## config.mk

```make
export PLATFORM = sky130hd
export DESIGN_NAME = if_fetch
export DESIGN_NICKNAME = d
export VERILOG_FILES = /design/src/rtl/if_fetch.sv
export SDC_FILE = /design/constraint.sdc
export NUM_CORES = 1
export LEC_CHECK = 0
export CAP_MARGIN = 20
export CELL_PAD_IN_SITES_DETAIL_PLACEMENT = 1
export CELL_PAD_IN_SITES_GLOBAL_PLACEMENT = 1
export CORE_MARGIN = 5
export CORE_UTILIZATION = 38
export CTS_BUF_LIST = sky130_fd_sc_hd__clkbuf_8
export CTS_CLUSTER_DIAMETER = 150
export DETAILED_ROUTE_END_ITERATION = 10
export MAX_ROUTING_LAYER = met4
export PLACE_DENSITY = 0.95
export SLEW_MARGIN = 20
export SYNTH_ARGS = -nofsm -noshare
export SYNTH_HDL_FRONTEND = slang
export SYNTH_SLANG_ARGS = --single-unit
```

## constraint.sdc

```tcl
create_clock -name clk -period 3.45 [get_ports clk]
set_input_delay 1.035 -clock clk [delete_from_list [all_inputs] [get_ports clk]]
set_output_delay 1.035 -clock clk [all_outputs]
set_load 0.05 [all_outputs]
```

## src/rtl/if_fetch.sv

```systemverilog
`default_nettype none
// +----------------------------------------------------------------------+
// | if_fetch : RV32I fetch stage, byte-serial instruction assembly       |
// | Revision : 1.0                                                       |
// +----------------------------------------------------------------------+
module if_fetch #(
  parameter logic [31:0] RESET_PC = 32'h0000_0000
) (
  input  logic        clk,
  input  logic        rst,
  input  logic        rdy,
  input  logic        stall_if,
  input  logic        branch_enable,
  input  logic [31:0] branch_addr,
  input  logic [7:0]  mem_din,
  output logic [31:0] mem_a,
  output logic        mem_rd_en,
  output logic [31:0] if_pc,
  output logic [31:0] if_inst,
  output logic        if_valid
);

  typedef enum logic [2:0] {
    ST_B0   = 3'd0,
    ST_B1   = 3'd1,
    ST_B2   = 3'd2,
    ST_B3   = 3'd3,
    ST_B4   = 3'd4,
    ST_DONE = 3'd5
  } st_t;

  st_t         r_st;
  st_t         w_st_nxt;
  logic [31:0] r_pc;
  logic [31:0] w_pc_nxt;
  logic [31:0] r_inst;
  logic [31:0] w_inst_nxt;
  logic [31:0] r_if_pc;
  logic [31:0] r_if_inst;
  logic        w_out_load;

  always_ff @(posedge clk) begin
    if (rst) begin
      r_st      <= ST_B0;
      r_pc      <= RESET_PC;
      r_inst    <= 32'd0;
      r_if_pc   <= 32'd0;
      r_if_inst <= 32'd0;
    end else begin
      r_st   <= w_st_nxt;
      r_pc   <= w_pc_nxt;
      r_inst <= w_inst_nxt;
      if (w_out_load) begin
        r_if_pc   <= r_pc;
        r_if_inst <= w_inst_nxt;
      end
    end
  end

  // Byte k-1 arrives in state Bk, one cycle after its address was issued.
  always_comb begin
    w_st_nxt   = r_st;
    w_pc_nxt   = r_pc;
    w_inst_nxt = r_inst;
    w_out_load = 1'b0;
    if (!rdy) begin
      w_st_nxt = r_st;
    end else if (branch_enable) begin
      w_st_nxt   = ST_B0;
      w_pc_nxt   = branch_addr;
      w_inst_nxt = 32'd0;
    end else begin
      case (r_st)
        ST_B0: w_st_nxt = ST_B1;
        ST_B1: begin
          w_inst_nxt[7:0] = mem_din;
          w_st_nxt        = ST_B2;
        end
        ST_B2: begin
          w_inst_nxt[15:8] = mem_din;
          w_st_nxt         = ST_B3;
        end
        ST_B3: begin
          w_inst_nxt[23:16] = mem_din;
          w_st_nxt          = ST_B4;
        end
        ST_B4: begin
          w_inst_nxt[31:24] = mem_din;
          w_st_nxt          = ST_DONE;
          w_out_load        = 1'b1;
        end
        ST_DONE: begin
          if (!stall_if) begin
            w_pc_nxt = r_pc + 32'd4;
            w_st_nxt = ST_B0;
          end
        end
        default: w_st_nxt = ST_B0;
      endcase
    end
  end

  always_comb begin
    mem_rd_en = 1'b0;
    mem_a     = r_pc;
    case (r_st)
      ST_B0, ST_B1, ST_B2, ST_B3: begin
        mem_rd_en = 1'b1;
        mem_a     = r_pc + {30'd0, r_st[1:0]};
      end
      default: begin
        mem_rd_en = 1'b0;
        mem_a     = r_pc;
      end
    endcase
  end

  assign if_valid = (r_st == ST_DONE);
  assign if_pc    = r_if_pc;
  assign if_inst  = r_if_inst;

endmodule
`default_nettype wire

```

Word-level counts from Yosys, hierarchy flattened --
Index checks and enable logic that the tools add are counted.
Word-level totals: bits of input ports 45, bits in registers 131, logic and storage cells 36
Operators by class: muxes and demuxes 17, eq/ne operators 7, add/subtract/negate cells 2, reductions and logical operators 5
Operators by type and width (count):
- $mux W32 | 6
- $add A32 B2 Y32 | 1
- $add A32 B3 Y32 const B | 1
- $mux W8 | 4
- $pmux W3 S6 | 1
- $eq A3 B2 Y1 const B | 2
- $eq A3 B3 Y1 const B | 2
- $mux W3 | 2
- $mux W1 | 4
- $reduce_or A4 Y1 | 1
- $eq A3 B1 Y1 const B | 1
- $logic_not A3 Y1 | 1
- $ne A3 B3 Y1 const B | 1
- $reduce_and A3 Y1 | 1
- $ne A2 B1 Y1 const B | 1
- $reduce_and A2 Y1 | 1
- $reduce_bool A2 Y1 | 1

Depth between registers and ports, before layout --
Gate-level depths: netlist of run 1.
depth in word-level cells 4, depth in mapped cells 8, gate-level depth less buffers 6

Least setup slack after synthesis of run 1 --
Ideal clock, no wire load.
path kind flip-flop to output port, start register r_st[1], end output mem_a[22], path buffers 2, cell stages (with the launch flop) 8, arrival 2.514 ns, slack -0.099 ns, cells stage by stage dfxtp_1 -> buf_2 -> inv_1 -> fa_1 -> nor2_1 -> clkbuf_1 -> nand4_1 -> xnor2_1
On the way: cells in the longest elaborated chain, start to end 3
RTL lines:
- start: declaration | RTL line 32 | st_t r_st;
- start signal: assignment | RTL line 50 | r_st <= w_st_nxt;
- parallel branches: the longest is 2 deep, another holds $add A32 B2 Y32
- $mux W32 * | RTL line 106 | case (r_st)
- end: declaration | RTL line 16 | output logic [31:0] mem_a,
Mark *: on every way between the ends.

Final worst setup path of run 1 --
start register r_pc[1], end output mem_a[22]
On the way: cells in the longest elaborated chain, start to end 2
RTL lines:
- start: declaration | RTL line 34 | logic [31:0] r_pc;
- start signal: assignment | RTL line 51 | r_pc <= w_pc_nxt;
- $add A32 B2 Y32 | RTL line 109 | mem_a = r_pc + {30'd0, r_st[1:0]};
- $mux W32 | RTL line 106
No other way between the ends.

==> results of run 1 <==
## cell usage in the layout (no fill, tap or decap), types with 9 or more instances in the layout
master,netlist,final
mux2i_1,17,17
nand2_1,133,131
and3_1,23,23
o21ai_0,15,14
mux2_2,11,11
a211oi_1,18,18
o211ai_1,13,13
buf_12,0,30
xnor2_2,0,14
dfxtp_1,123,105
nor2_1,58,54
clkdlybuf4s50_1,0,109
nand4_1,28,28
a21oi_1,72,71
nand3_1,29,25
buf_4,2,57
dfxtp_2,0,14
inv_1,12,12
a31oi_1,11,11
clkbuf_8,0,22
xnor2_1,24,9
## power by group through the flow
stage | clock [mW] | sequential, mW | combinational (mW)
floorplan | 0 | 1.49 | 0.262
global placement | 0 | 1.52 | 0.449
detailed placement | 0 | 1.52 | 0.460
CTS | 1.36 | 1.49 | 0.470
global route | 1.44 | 1.50 | 0.514
finish | 1.38 | 1.50 | 0.500
## cell families (layout without fill, tap and decap cells)
kind of cell	after synthesis	in the layout
AO/OA/AOI/OAI	167	167
XOR/XNOR	30	30
adder cells (fa/ha/maj)	4	4
buffers and inverters	94	247
flip-flops	123	123
multiplexers	28	28
other	0	5
AND/OR/NAND/NOR	328	328
## layout make-up
class	instances	area, um^2	area share, %
Multi-Input combinational cell	557	3600	39.9
Sequential cell	123	2490	27.7
Timing Repair Buffer	203	2180	24.2
Clock buffer	22	303	3.36
Tap cell	216	270	3.00
Clock inverter	10	114	1.26
Inverter	12	51.3	0.569
Antenna cell	5	12.5	0.139
## sequential cells by signal, indices dropped and copies added (netlist names)
signal and flops:
if_pc 32, r_st 3, r_pc 32, r_inst 24
if_inst 32
## critical path, delay by kind of cell (launching register included)
| family | cells | cell delay [ns] |
|---|---|---|
| buffers and inverters | 3 | 0.47 |
| AND/OR/NAND/NOR | 2 | 0.39 |
| flip-flops | 1 | 0.46 |
| adder cells (fa/ha/maj) | 1 | 0.40 |
| XOR/XNOR | 1 | 0.32 |
## worst paths after layout
check                         from  slack, ns               endpoint  cells past startpoint
min reg2reg  if_pc[4]$_SDFFE_PP0P_       0.46  if_pc[4]$_SDFFE_PP0P_                      2
max           r_pc[1]$_SDFFE_PP0P_      -0.11              mem_a[22]                      7
max reg2reg   r_pc[4]$_SDFFE_PP0P_       0.98  r_pc[17]$_SDFFE_PP0P_                      5
min          if_pc[4]$_SDFFE_PP0P_       0.46  if_pc[4]$_SDFFE_PP0P_                      2
## layer usage
layer	up-vias	routed length, um	share of wire [%]
met3	157	2710	9.2
li1	3030	-	-
met4	0	1540	5.2
met2	541	13900	47
met1	3509	11200	38
met5	-	0	0
## repair_timing
action / in CTS / in global routing
gates cloned: 1 / 1
gates resized for setup: 32 / 31
endpoints found under the setup margin: 22 / 22
buffers inserted: 7 / 11
pin swaps: 3 / 10
==> results by group, run 1 <==
Outcome
  – Status: complete, but fails checks
  – Failing checks: negative setup slack

Power
  – Sw power: 985 uW
  – Logic pwr share: ~15%
  – Sequential Power Share: 44.3%
  – Peak VDD IR: about 0.26 mV
  – PwrDens: 375 nW/um^2
  – Switching Fraction: between 20% and 30%
  – Static leakage: between 3 and 4 nW
  – Clock power share: about two fifths
  – Int Pwr: between 2 and 2.5 mW
  – Final Power: about 3.4 mW

Floorplanning
  – Core area: 15900 um^2
  – Initial Util: 38.8%
  – Io pins: approximately 140
  – Die area: around 19000 um^2
  – Die Width: ~140 um
  – # rows: 46
  – Height of the die: about 140 um

Placed design
  – Post-DP Area: ~8200 um^2
  – Dpl hpwl: approximately 17 mm
  – Port bufs: around 140
  – Placed insts: roughly 1100
  – GP Congestion: a little under 1
  – Dpl ws: 0.207 ns

Cells and area
  – Non-filler instance count after layout: 1148
  – Area growth syn-to-layout: 46.3%
  – Final instance area: approximately 9000 um^2
  – Share of layout cells above drive strength 1: between 20% and 30%
  – Nets: approximately 960
  – Fin util: roughly 57%
  – Fill count: 1831

Global route
  – Layer with the highest usage: met2
  – Global-route wire length before repair: 42.3 mm
  – Initial antenna violation count: 2
  – Met3 usage: 6.90%
  – Total gr overflow: 0
  – Met1 Use GR: 35.5%
  – Pin count of the biggest net entering global routing: 62
  – Global-route track usage on met2: between 40% and 50%
  – Via count of the first global-routing pass: 7307
  – Gr usage total: 30.0%

Clocking
  – Worst-Skew Late Latency: approximately 0.46 ns
  – CTS buffer count: 17
  – CTS tree: built
  – Clock transition at path regs: around 0.080 ns
  – CTS Hold Buffers Added: 0
  – Clock Tree Buf Depth: 2
  – Max H-tree Level: 4
  – Root Driver: clkbuf_8
  – Clock Sinks: around 120

Synth
  – Syn Nets: ~800
  – Count leader, synth: nand2_1
  – Simple-gate share of the synthesized area: between 20% and 30%
  – Adder-cell area share of the yosys netlist: 0.933%
  – Synth Flop Type: dfxtp_1
  – Post-synth ARST share: 0%
  – Netlist cell types: 68
  – Synth warn: 0
  – Post-synth top cells: nand2_1 (133), dfxtp_1 (123), a21oi_1 (72)
  – Mux contribution to synthesized area: under 10%
  – Post-Syn Instances: approximately 770
  – #FFs+latches synth: 123
  – Synthesized area per cell: ~8.0 um^2
  – Cell accounting for the most synthesized area: dfxtp_1
  – XOR/XNOR share of the synthesized area: ~4.3%
  – Compound-gate portion of the synthesized area: 17.2%
  – Post-synthesis sequential area ratio: roughly two fifths
  – Synth top area cells: dfxtp_1 (40%), nand2_1 (8.1%), a21oi_1 (5.8%)
  – Main combinational cell family by area after synthesis: simple AND/OR/NAND/NOR gates
  – Cell Area, Synth: roughly 6200 um^2
  – Post-synth top area share: between 30% and 40%
  – Number of flops mapped to enable cells by yosys: 0

Setup path
  – Crit-path cells: inv_1 -> fa_2 -> nor2_4 -> buf_6 -> nand4_1 -> xnor2_2 -> buf_12
  – Crit path kind: reg -> out
  – WP data arrival: 2.52 ns
  – Slowest cell on crit path: dfxtp_1
  – Max incr delay on CP: 0.46 ns
  – Worst-path fanout max: 6
  – Crit start category: flop
  – Req. time, crit path: around 2.4 ns
  – Critical Path End Type: output port

STA
  – Slew HR: between 30% and 40%
  – Final hold viol count: 0
  – Final Cycle Share: 103%
  – Max Slew Vio Count: 0
  – Min Hold Slack: approximately 0.46 ns
  – Min Tclk post-route: approximately 3.6 ns
  – Worst Skew: roughly 0.01 ns
  – Fin worst setup slack: -0.106 ns
  – Fmax: 281 MHz
  – Final setup TNS: -0.251 ns
  – Worst Max-Slew Pin Slew: slightly above 1 ns
  – RSZ-0062 raised after global routing: true
  – Final setup fails: 6

Route
  – Via/cell ratio: 6.30
  – First-pass DRT Iterations: 6
  – WL/cell: around 26 um
  – Final wirelength: between 20 and 30 mm
  – ANT nets after route: 0
  – DRC: 0
  – Detailed Route Iter0 Violations: roughly 1100
  – Total number of vias: between 7000 and 8000

Hold path
  – Worst min-delay path category: reg -> reg

Job
  – Total of max-cap violations: 0
Power figures use the tool's default switching activity.
==> run 2: changes to the inputs <==
--- a/config.mk
+++ b/config.mk
@@ -9,12 +9,13 @@
 export CELL_PAD_IN_SITES_DETAIL_PLACEMENT = 1
 export CELL_PAD_IN_SITES_GLOBAL_PLACEMENT = 1
 export CORE_MARGIN = 5
-export CORE_UTILIZATION = 38
+export CORE_UTILIZATION = 35
 export CTS_BUF_LIST = sky130_fd_sc_hd__clkbuf_8
 export CTS_CLUSTER_DIAMETER = 150
+export CTS_CLUSTER_SIZE = 28
 export DETAILED_ROUTE_END_ITERATION = 10
 export MAX_ROUTING_LAYER = met4
-export PLACE_DENSITY = 0.95
+export PLACE_DENSITY = 0.89
 export SLEW_MARGIN = 20
 export SYNTH_ARGS = -nofsm -noshare
 export SYNTH_HDL_FRONTEND = slang
==> run 2 against run 1 <==
Effect of this change:
- the flow now finishes without violations
- critical path depth up 2
- clock skew up 0.0029 ns
- global-route usage down 5.4 points
- core utilization down 4.6 points
- clock power down 13%
- combinational power down 4%
- flip-flop and latch count unchanged
- worst hold slack about the same
- total power down 6.2%
- sequential share of layout area down 0.10 points
==> results by group, run 2 (same netlist as run 1, synthesis figures left out) <==
Placed design
  – GP Congestion: 0.916 (was 0.961)
  – Port bufs: 142 (unchanged)
  – Dpl hpwl: 16.6 mm (was 17.4 mm)
  – Post-DP Area: 8290 um^2 (was 8200 um^2)

Setup path
  – Critical Path End Type: output port (unchanged)
  – Req. time, crit path: 2.41 ns (about the same)
  – Max incr delay on CP: 0.38 ns (was 0.46 ns)
  – Most used cell, CP: buf_12
  – Worst-path fanout max: 6 (unchanged)
  – WP data arrival: 2.37 ns (was 2.52 ns)
  – Crit-path cells: ha_4 -> inv_1 -> fa_2 -> nor2_2 -> buf_6 -> buf_12 -> nand4_1 -> xnor2_1 -> buf_12 (was inv_1 -> fa_2 -> nor2_4 -> buf_6 -> nand4_1 -> xnor2_2 -> buf_12)
  – Slowest cell on crit path: fa_2 (was dfxtp_1)
  – Crit start category: flop (unchanged)
  – Crit path kind: reg -> out (unchanged)

Clocking
  – Root Driver: clkbuf_8 (unchanged)
  – Worst-Skew Late Latency: 0.45 ns (was 0.46 ns)
  – CTS tree: built (unchanged)
  – Clock transition at path regs: 0.07 ns (was 0.08 ns)
  – Max H-tree Level: 4 (unchanged)
  – Clock Tree Buf Depth: 2 (unchanged)
  – CTS Hold Buffers Added: 0 (unchanged)
  – CTS buffer count: 17 (unchanged)
  – Clock Sinks: 123 (unchanged)

Global route
  – Total gr overflow: 0 (unchanged)
  – Pin count of the biggest net entering global routing: 57 (was 62)
  – Initial antenna violation count: 2 (unchanged)
  – Global-route wire length before repair: 38.2 mm (was 42.3 mm)
  – Via count of the first global-routing pass: 6783 (was 7307)
  – Gr usage total: 24.6% (was 30.0%)

Route
  – First-pass DRT Iterations: 5 (was 6)
  – Final wirelength: 25.1 mm (was 29.4 mm)
  – Via/cell ratio: 5.73 (was 6.30)
  – WL/cell: 21.6 um (was 25.6 um)
  – Detailed Route Iter0 Violations: 714 (was 1128)
  – ANT nets after route: 0 (unchanged)
  – DRC: 0 (unchanged)
  – Total number of vias: 6660 (was 7237)

STA
  – Final Cycle Share: 98.7% (was 103%)
  – Worst Skew: 0.0132 ns (was 0.0103 ns)
  – Slew HR: 29.2% (was 30.1%)
  – Fmax: 294 MHz (was 281 MHz)
  – Worst Max-Slew Pin Slew: 1.05 ns (was 1.04 ns)
  – Max Slew Vio Count: 0 (unchanged)
  – Final setup fails: 0 (was 6)
  – RSZ-0062 raised after global routing: true (unchanged)
  – Final hold viol count: 0 (unchanged)
  – Min Tclk post-route: 3.41 ns (was 3.56 ns)

Floorplanning
  – Core area: 17300 um^2 (was 15900 um^2)
  – Height of the die: 143 um (was 137 um)
  – Initial Util: 35.6% (was 38.8%)
  – # rows: 48 (was 46)
  – Die area: 20400 um^2 (was 18900 um^2)
  – Die Width: 143 um (was 137 um)
  – Io pins: 143 (unchanged)

Power
  – Clock power share: 37.7% (was 40.9%)
  – Static leakage: 3.26 nW (was 3.23 nW)
  – Sequential Power Share: 47.1% (was 44.3%)
  – Final Power: 3.17 mW (was 3.38 mW)
  – Switching Fraction: 28.5% (was 29.1%)
  – Logic pwr share: 15.2% (was 14.8%)
  – Peak VDD IR: 0.211 mV (was 0.258 mV)
  – Int Pwr: 2.27 mW (was 2.39 mW)
  – Sw power: 903 uW (was 985 uW)
  – PwrDens: 351 nW/um^2 (was 375 nW/um^2)

Cells and area
  – Nets: 971 (was 963)
  – Share of layout cells above drive strength 1: 22.0% (was 22.5%)
  – Most frequent cells in the layout: nand2_1 (131), clkdlybuf4s50_1 (109), dfxtp_1 (108), a21oi_1 (71), buf_4 (62) (was nand2_1 (131), clkdlybuf4s50_1 (109), dfxtp_1 (105), a21oi_1 (71), buf_4 (57))
  – Area growth syn-to-layout: 46.3% (about the same)
  – Final instance area: 9020 um^2 (about the same)
  – Leading cell type in the layout, fill and taps excluded: nand2_1 (unchanged)

Hold path
  – Worst min-delay path category: reg -> reg (unchanged)

Outcome
  – Status: finished, final reports clean (was complete, but fails checks)

Job
  – Total of max-cap violations: 0 (unchanged)
==> run 2: final timing paths <==
kind              cells past startpoint             startpoint  slack [ns]                    end
setup reg to reg                      5   r_pc[2]$_SDFFE_PP0P_        1.14  r_pc[17]$_SDFFE_PP0P_
setup / recovery                      9   r_pc[0]$_SDFFE_PP0P_        0.04              mem_a[10]
hold / removal                        2  if_pc[8]$_SDFFE_PP0P_        0.46  if_pc[8]$_SDFFE_PP0P_
hold reg to reg                       2  if_pc[8]$_SDFFE_PP0P_        0.46  if_pc[8]$_SDFFE_PP0P_
==> run 2: layout make-up <==
cell class | count | area, um^2
fill | 2040 | 8270
multi-input combinational | 557 | 3550
sequential | 123 | 2490
timing repair buffer | 211 | 2300
tap | 225 | 282
clock buffer | 20 | 275
clock inverter | 12 | 83.8
inverter | 12 | 45.0
antenna | 2 | 5.00
==> run 2: through the flow <==
stage               setup WS [ns]  hold WS (ns)  cells  TNS (ns)  util, %
floorplan                  0.0124         0.458    774         0        -
global placement          -0.0766         0.442   1110    -0.309     47.9
detailed placement          0.295         0.448   1110         0     48.0
CTS                        -0.122         0.458   1153    -0.122     51.1
global route              -0.0689         0.476   1162    -0.236     52.2
finish                     0.0438         0.456   1162         0     52.2
==> run 2: power by group through the flow <==
stage / Sequential (mW) / Clock (mW) / Combinational, mW
after floorplan: 1.49 / 0 / 0.262
after global placement: 1.51 / 0 / 0.456
after detailed placement: 1.52 / 0 / 0.464
after CTS: 1.49 / 1.22 / 0.472
after global routing: 1.49 / 1.28 / 0.508
final: 1.49 / 1.20 / 0.482
==> run 2: worst max-delay path, delay by kind of cell, from the launching register on <==
| family | cells | cell delay, ns |
|---|---|---|
| flops | 1 | 0.37 |
| simple gates | 2 | 0.23 |
| xor+xnor | 1 | 0.30 |
| buf+inv | 4 | 0.48 |
| fa+ha+maj | 2 | 0.51 |
==> run 2: timing repair <==
item,4_1_cts,5_1_grt
cloned,0,1
pin swaps,5,10
endpoints found under the setup margin,23,22
gates resized for setup,21,28
setup buffers,11,6
==> run 2: layer usage <==
layer  part of all wire (%)  vias to the layer above  wire length (um)  GRT usage (%)
met1                     41                     3269             10300           30.4
li1                       -                     3038                 -              -
met2                     48                      287             12200           39.4
met5                      0                        -                 0              -
met3                    7.1                       66              1790           5.93
met4                    3.3                        0               828           8.20
==> run 3: changes to the inputs <==
--- a/config.mk
+++ b/config.mk
@@ -5,6 +5,7 @@
 export SDC_FILE = /design/constraint.sdc
 export NUM_CORES = 1
 export LEC_CHECK = 0
+export ABC_AREA = 1
 export CAP_MARGIN = 20
 export CELL_PAD_IN_SITES_DETAIL_PLACEMENT = 1
 export CELL_PAD_IN_SITES_GLOBAL_PLACEMENT = 1
@@ -15,7 +16,7 @@
 export CTS_CLUSTER_SIZE = 28
 export DETAILED_ROUTE_END_ITERATION = 10
 export MAX_ROUTING_LAYER = met4
-export PLACE_DENSITY = 0.89
+export PLACE_DENSITY = 0.9
 export SLEW_MARGIN = 20
 export SYNTH_ARGS = -nofsm -noshare
 export SYNTH_HDL_FRONTEND = slang
==> constraint.sdc (replaced) <==
create_clock -name clk -period 3.45 [get_ports clk]
set_input_delay 1.035 -clock clk [delete_from_list [all_inputs] [get_ports clk]]
set_output_delay 1.035 -clock clk [all_outputs]
set_load 0.01 [all_outputs]
==> run 3 against run 2 <==
Effect of this change:
- final cell count increased by 8.8%
- global-route usage decreased by 1.5 points
- die area rose by 2.8%
- wire length down 4.8%
- combinational power down 11%
- fmax is 0.70% higher
- largest cell class unchanged
==> results by group, run 3 <==
Synth
  – Synth Flop Type: dfxtp_1 (unchanged)
  – Synth top area cells: dfxtp_1 (41%), nand2_1 (8.7%), o21ai_0 (8.5%) (was dfxtp_1 (40%), nand2_1 (8.1%), a21oi_1 (5.8%))
  – Cell accounting for the most synthesized area: dfxtp_1 (unchanged)
  – Syn Nets: 925 (was 823)
  – Count leader, synth: nand2_1 (unchanged)
  – Number of flops mapped to enable cells by yosys: 0 (unchanged)
  – Synth warn: 0 (unchanged)
  – Cell Area, Synth: 6350 um^2 (was 6170 um^2)
  – Post-synth top area share: 41.3% (was 39.9%)
  – Synthesized area per cell: 7.25 um^2 (was 7.97 um^2)
  – #FFs+latches synth: 131 (was 123)
  – Post-synth top cells: nand2_1 (148), dfxtp_1 (131), nor2_1 (126) (was nand2_1 (133), dfxtp_1 (123), a21oi_1 (72))
  – Post-Syn Instances: 876 (was 774)
  – Post-synth ARST share: 0% (unchanged)
  – Post-synthesis sequential area ratio: 41.3% (was 39.9%)
  – Netlist cell types: 37 (was 68)

Setup path
  – Crit path kind: reg -> out (unchanged)
  – Critical Path Sink: mem_a[10] (unchanged)
  – Req. time, crit path: 2.41 ns (about the same)
  – Slowest cell on crit path: fa_2 (unchanged)
  – Crit start category: flop (unchanged)
  – Max incr delay on CP: 0.40 ns (was 0.38 ns)
  – Top delay family on crit path: adder cells (unchanged)
  – Worst-path fanout max: 2 (was 6)
  – Crit Reg-Reg Endpoint: if_inst[3]$_SDFFE_PP0P_ (was r_pc[17]$_SDFFE_PP0P_)
  – Critical Path End Type: output port (unchanged)
  – Most used cell, CP: nor2_4 (was buf_12)
  – WP data arrival: 2.35 ns (was 2.37 ns)
  – Worst reg2reg startpoint: r_st[2]$_SDFFE_PP0P_ (was r_pc[2]$_SDFFE_PP0P_)
  – Crit-path cells: ha_4 -> inv_2 -> fa_2 -> nor2_4 -> buf_6 -> inv_4 -> nor2_4 -> buf_4 -> nand2_1 -> xor2_1 -> buf_2 (was ha_4 -> inv_1 -> fa_2 -> nor2_2 -> buf_6 -> buf_12 -> nand4_1 -> xnor2_1 -> buf_12)
  – Crit path launch: r_pc[0]$_SDFFE_PP0P_ (unchanged)
  – Buf/Inv on CP: 5 (was 4)
  – FF-to-FF path depth: 7 (was 5)
  – R2R setup slack: 1.29 ns (was 1.14 ns)
  – Worst path depth: 11 (was 9)

Cells and area
  – Nets: 1071 (was 971)
  – Fin util: 48.0% (was 52.2%)
  – Final instance area: 8600 um^2 (was 9020 um^2)
  – Most frequent cells in the layout: nand2_1 (144), dfxtp_1 (124), nor2_1 (118), clkdlybuf4s50_1 (112), o21ai_0 (108) (was nand2_1 (131), clkdlybuf4s50_1 (109), dfxtp_1 (108), a21oi_1 (71), buf_4 (62))
  – Share of layout cells above drive strength 1: 15.0% (was 22.0%)
  – Non-filler instance count after layout: 1264 (was 1162)
  – Area growth syn-to-layout: 35.4% (was 46.3%)
  – Leading cell type in the layout, fill and taps excluded: nand2_1 (unchanged)
  – Antenna diodes: 0 (was 2)

Job
  – Total of max-cap violations: 0 (unchanged)

Global route
  – Total gr overflow: 0 (unchanged)
  – Initial antenna violation count: 0 (was 2)
  – Via count of the first global-routing pass: 6936 (was 6783)
  – Global-route wire length before repair: 36.8 mm (was 38.2 mm)
  – Gr usage total: 23.1% (was 24.6%)
  – Pin count of the biggest net entering global routing: 65 (was 57)

STA
  – Slew HR: 61.4% (was 29.2%)
  – Final hold viol count: 0 (unchanged)
  – RSZ-0062 raised after global routing: true (unchanged)
  – Worst Skew: 0.0126 ns (was 0.0132 ns)
  – Min Tclk post-route: 3.38 ns (was 3.41 ns)
  – Worst Max-Slew Pin Slew: 0.578 ns (was 1.05 ns)
  – Final setup fails: 0 (unchanged)
  – Fmax: 296 MHz (was 294 MHz)
  – Max Slew Vio Count: 0 (unchanged)
  – Final Cycle Share: 98.0% (was 98.7%)

Floorplanning
  – # rows: 49 (was 48)
  – Io pins: 143 (unchanged)
  – Height of the die: 145 um (was 143 um)
  – Core area: 17900 um^2 (was 17300 um^2)
  – Initial Util: 35.5% (was 35.6%)
  – Die area: 20900 um^2 (was 20400 um^2)
  – Die Width: 145 um (was 143 um)

Route
  – WL/cell: 18.9 um (was 21.6 um)
  – ANT nets after route: 0 (unchanged)
  – Detailed Route Iter0 Violations: 279 (was 714)
  – Final wirelength: 23.9 mm (was 25.1 mm)
  – Total number of vias: 6615 (was 6660)
  – First-pass DRT Iterations: 4 (was 5)
  – DRC: 0 (unchanged)
  – Via/cell ratio: 5.23 (was 5.73)

Power
  – Peak VDD IR: 0.276 mV (was 0.211 mV)
  – PwrDens: 403 nW/um^2 (was 351 nW/um^2)
  – Static leakage: 3.52 nW (was 3.26 nW)
  – Final Power: 3.47 mW (was 3.17 mW)

Placed design
  – Dpl hpwl: 16.7 mm (was 16.6 mm)
  – Post-DP Area: 8010 um^2 (was 8290 um^2)
  – GP Congestion: 0.890 (was 0.916)
  – Placed insts: 1224 (was 1110)
  – Port bufs: 142 (unchanged)

Clocking
  – CTS buffer count: 17 (unchanged)
  – Clock transition at path regs: 0.09 ns (was 0.07 ns)
  – Worst-Skew Late Latency: 0.46 ns (was 0.45 ns)
  – CTS Hold Buffers Added: 0 (unchanged)
  – Max H-tree Level: 4 (unchanged)
  – Root Driver: clkbuf_8 (unchanged)
  – Clock Sinks: 131 (was 123)
  – CTS tree: built (unchanged)
  – Clock Tree Buf Depth: 2 (unchanged)

Hold path
  – Hold Crit Depth: 2 (unchanged)
  – Worst min-delay path category: reg -> reg (unchanged)

Outcome
  – Status: finished, final reports clean (unchanged)
-- run 3: cell types whose count changed after synthesis, sizes merged, moves of 20 or more --
cell and change:
and3 -23, nor2 +82, inv +42, nand2 +25
clkbuf -33, o21ai +98, a21oi +28, xnor2 -20
-- run 3: cell families after synthesis --
logic type	synth area share, %
AO/OA/AOI/OAI	19.8
XOR/XNOR	3.31
adder cells (fa/ha/maj)	0.906
buffers and inverters	8.12
flip-flops	41.3
multiplexers	1.73
AND/OR/NAND/NOR	24.8
-- run 3: worst min path at each step --
| stage | startpoint | endpoint |
|---|---|---|
| after floorplan | r_inst[11]$_SDFF_PP0_ | r_inst[11]$_SDFF_PP0_ |
| after global placement | if_pc[2]$_SDFFE_PP0P_ | if_pc[2]$_SDFFE_PP0P_ |
| after detailed placement | r_inst[9]$_SDFF_PP0_ | r_inst[9]$_SDFF_PP0_ |
| after CTS | if_pc[2]$_SDFFE_PP0P_ | if_pc[2]$_SDFFE_PP0P_ |
| after global routing | r_pc[30]$_SDFFE_PP0P_ | r_pc[30]$_SDFFE_PP0P_ |
| final | if_pc[2]$_SDFFE_PP0P_ | if_pc[2]$_SDFFE_PP0P_ |
-- run 3: timing repair --
action / 4_1_cts / 5_1_grt
cloned: 0 / 0
setup endpoints to repair: 29 / 16
setup buffers: 5 / 3
gates resized for setup: 72 / 30
pin swaps: 3 / 9
-- run 3: stage by stage --
stage               setup TNS (ns)  hold WS, ns  worst slack [ns]
CTS                       -0.00931        0.491          -0.00931
detailed placement               0        0.473            0.0490
finish                           0        0.483            0.0674
floorplan                        0        0.447             0.518
global placement                 0        0.452             0.144
global route               -0.0984        0.522           -0.0425
-- run 3: report_power, final --
part | switching (mW) | leakage (nW) | internal (mW)
Sequential | 0.0456 | 1.07 | 1.56
Combinational | 0.244 | 2.24 | 0.187
Clock | 0.752 | 0.212 | 0.681
Total | 1.04 | 3.52 | 2.42
-- run 3: cell type report --
| class | instances | area, um^2 |
|---|---|---|
| well taps | 229 | 287 |
| clock buffers | 17 | 234 |
| repair buffers | 181 | 1690 |
| inverters | 55 | 211 |
| multi-input cells | 636 | 3360 |
| clock inverters | 15 | 185 |
| fillers | 2235 | 9300 |
| flip-flops and latches | 131 | 2630 |
-- run 3: metal layers --
metal | vias to the layer above | track usage [%] | part of all wire [%]
met1 | 3215 | 27.5 | 42
met4 | 0 | 5.89 | 1.9
met2 | 188 | 39.0 | 50
met3 | 37 | 6.15 | 6.2
met5 | - | - | 0
li1 | 3175 | - | -
-- run 3: worst reg2reg max path, cell delays in order, from the launching register on --
cell	delay [ns]
dfxtp_1	0.66
inv_4	0.13
nor3_4	0.15
nand2_2	0.16
nor2_4	0.16
buf_4	0.47
o21ai_0	0.23
a21oi_1	0.15
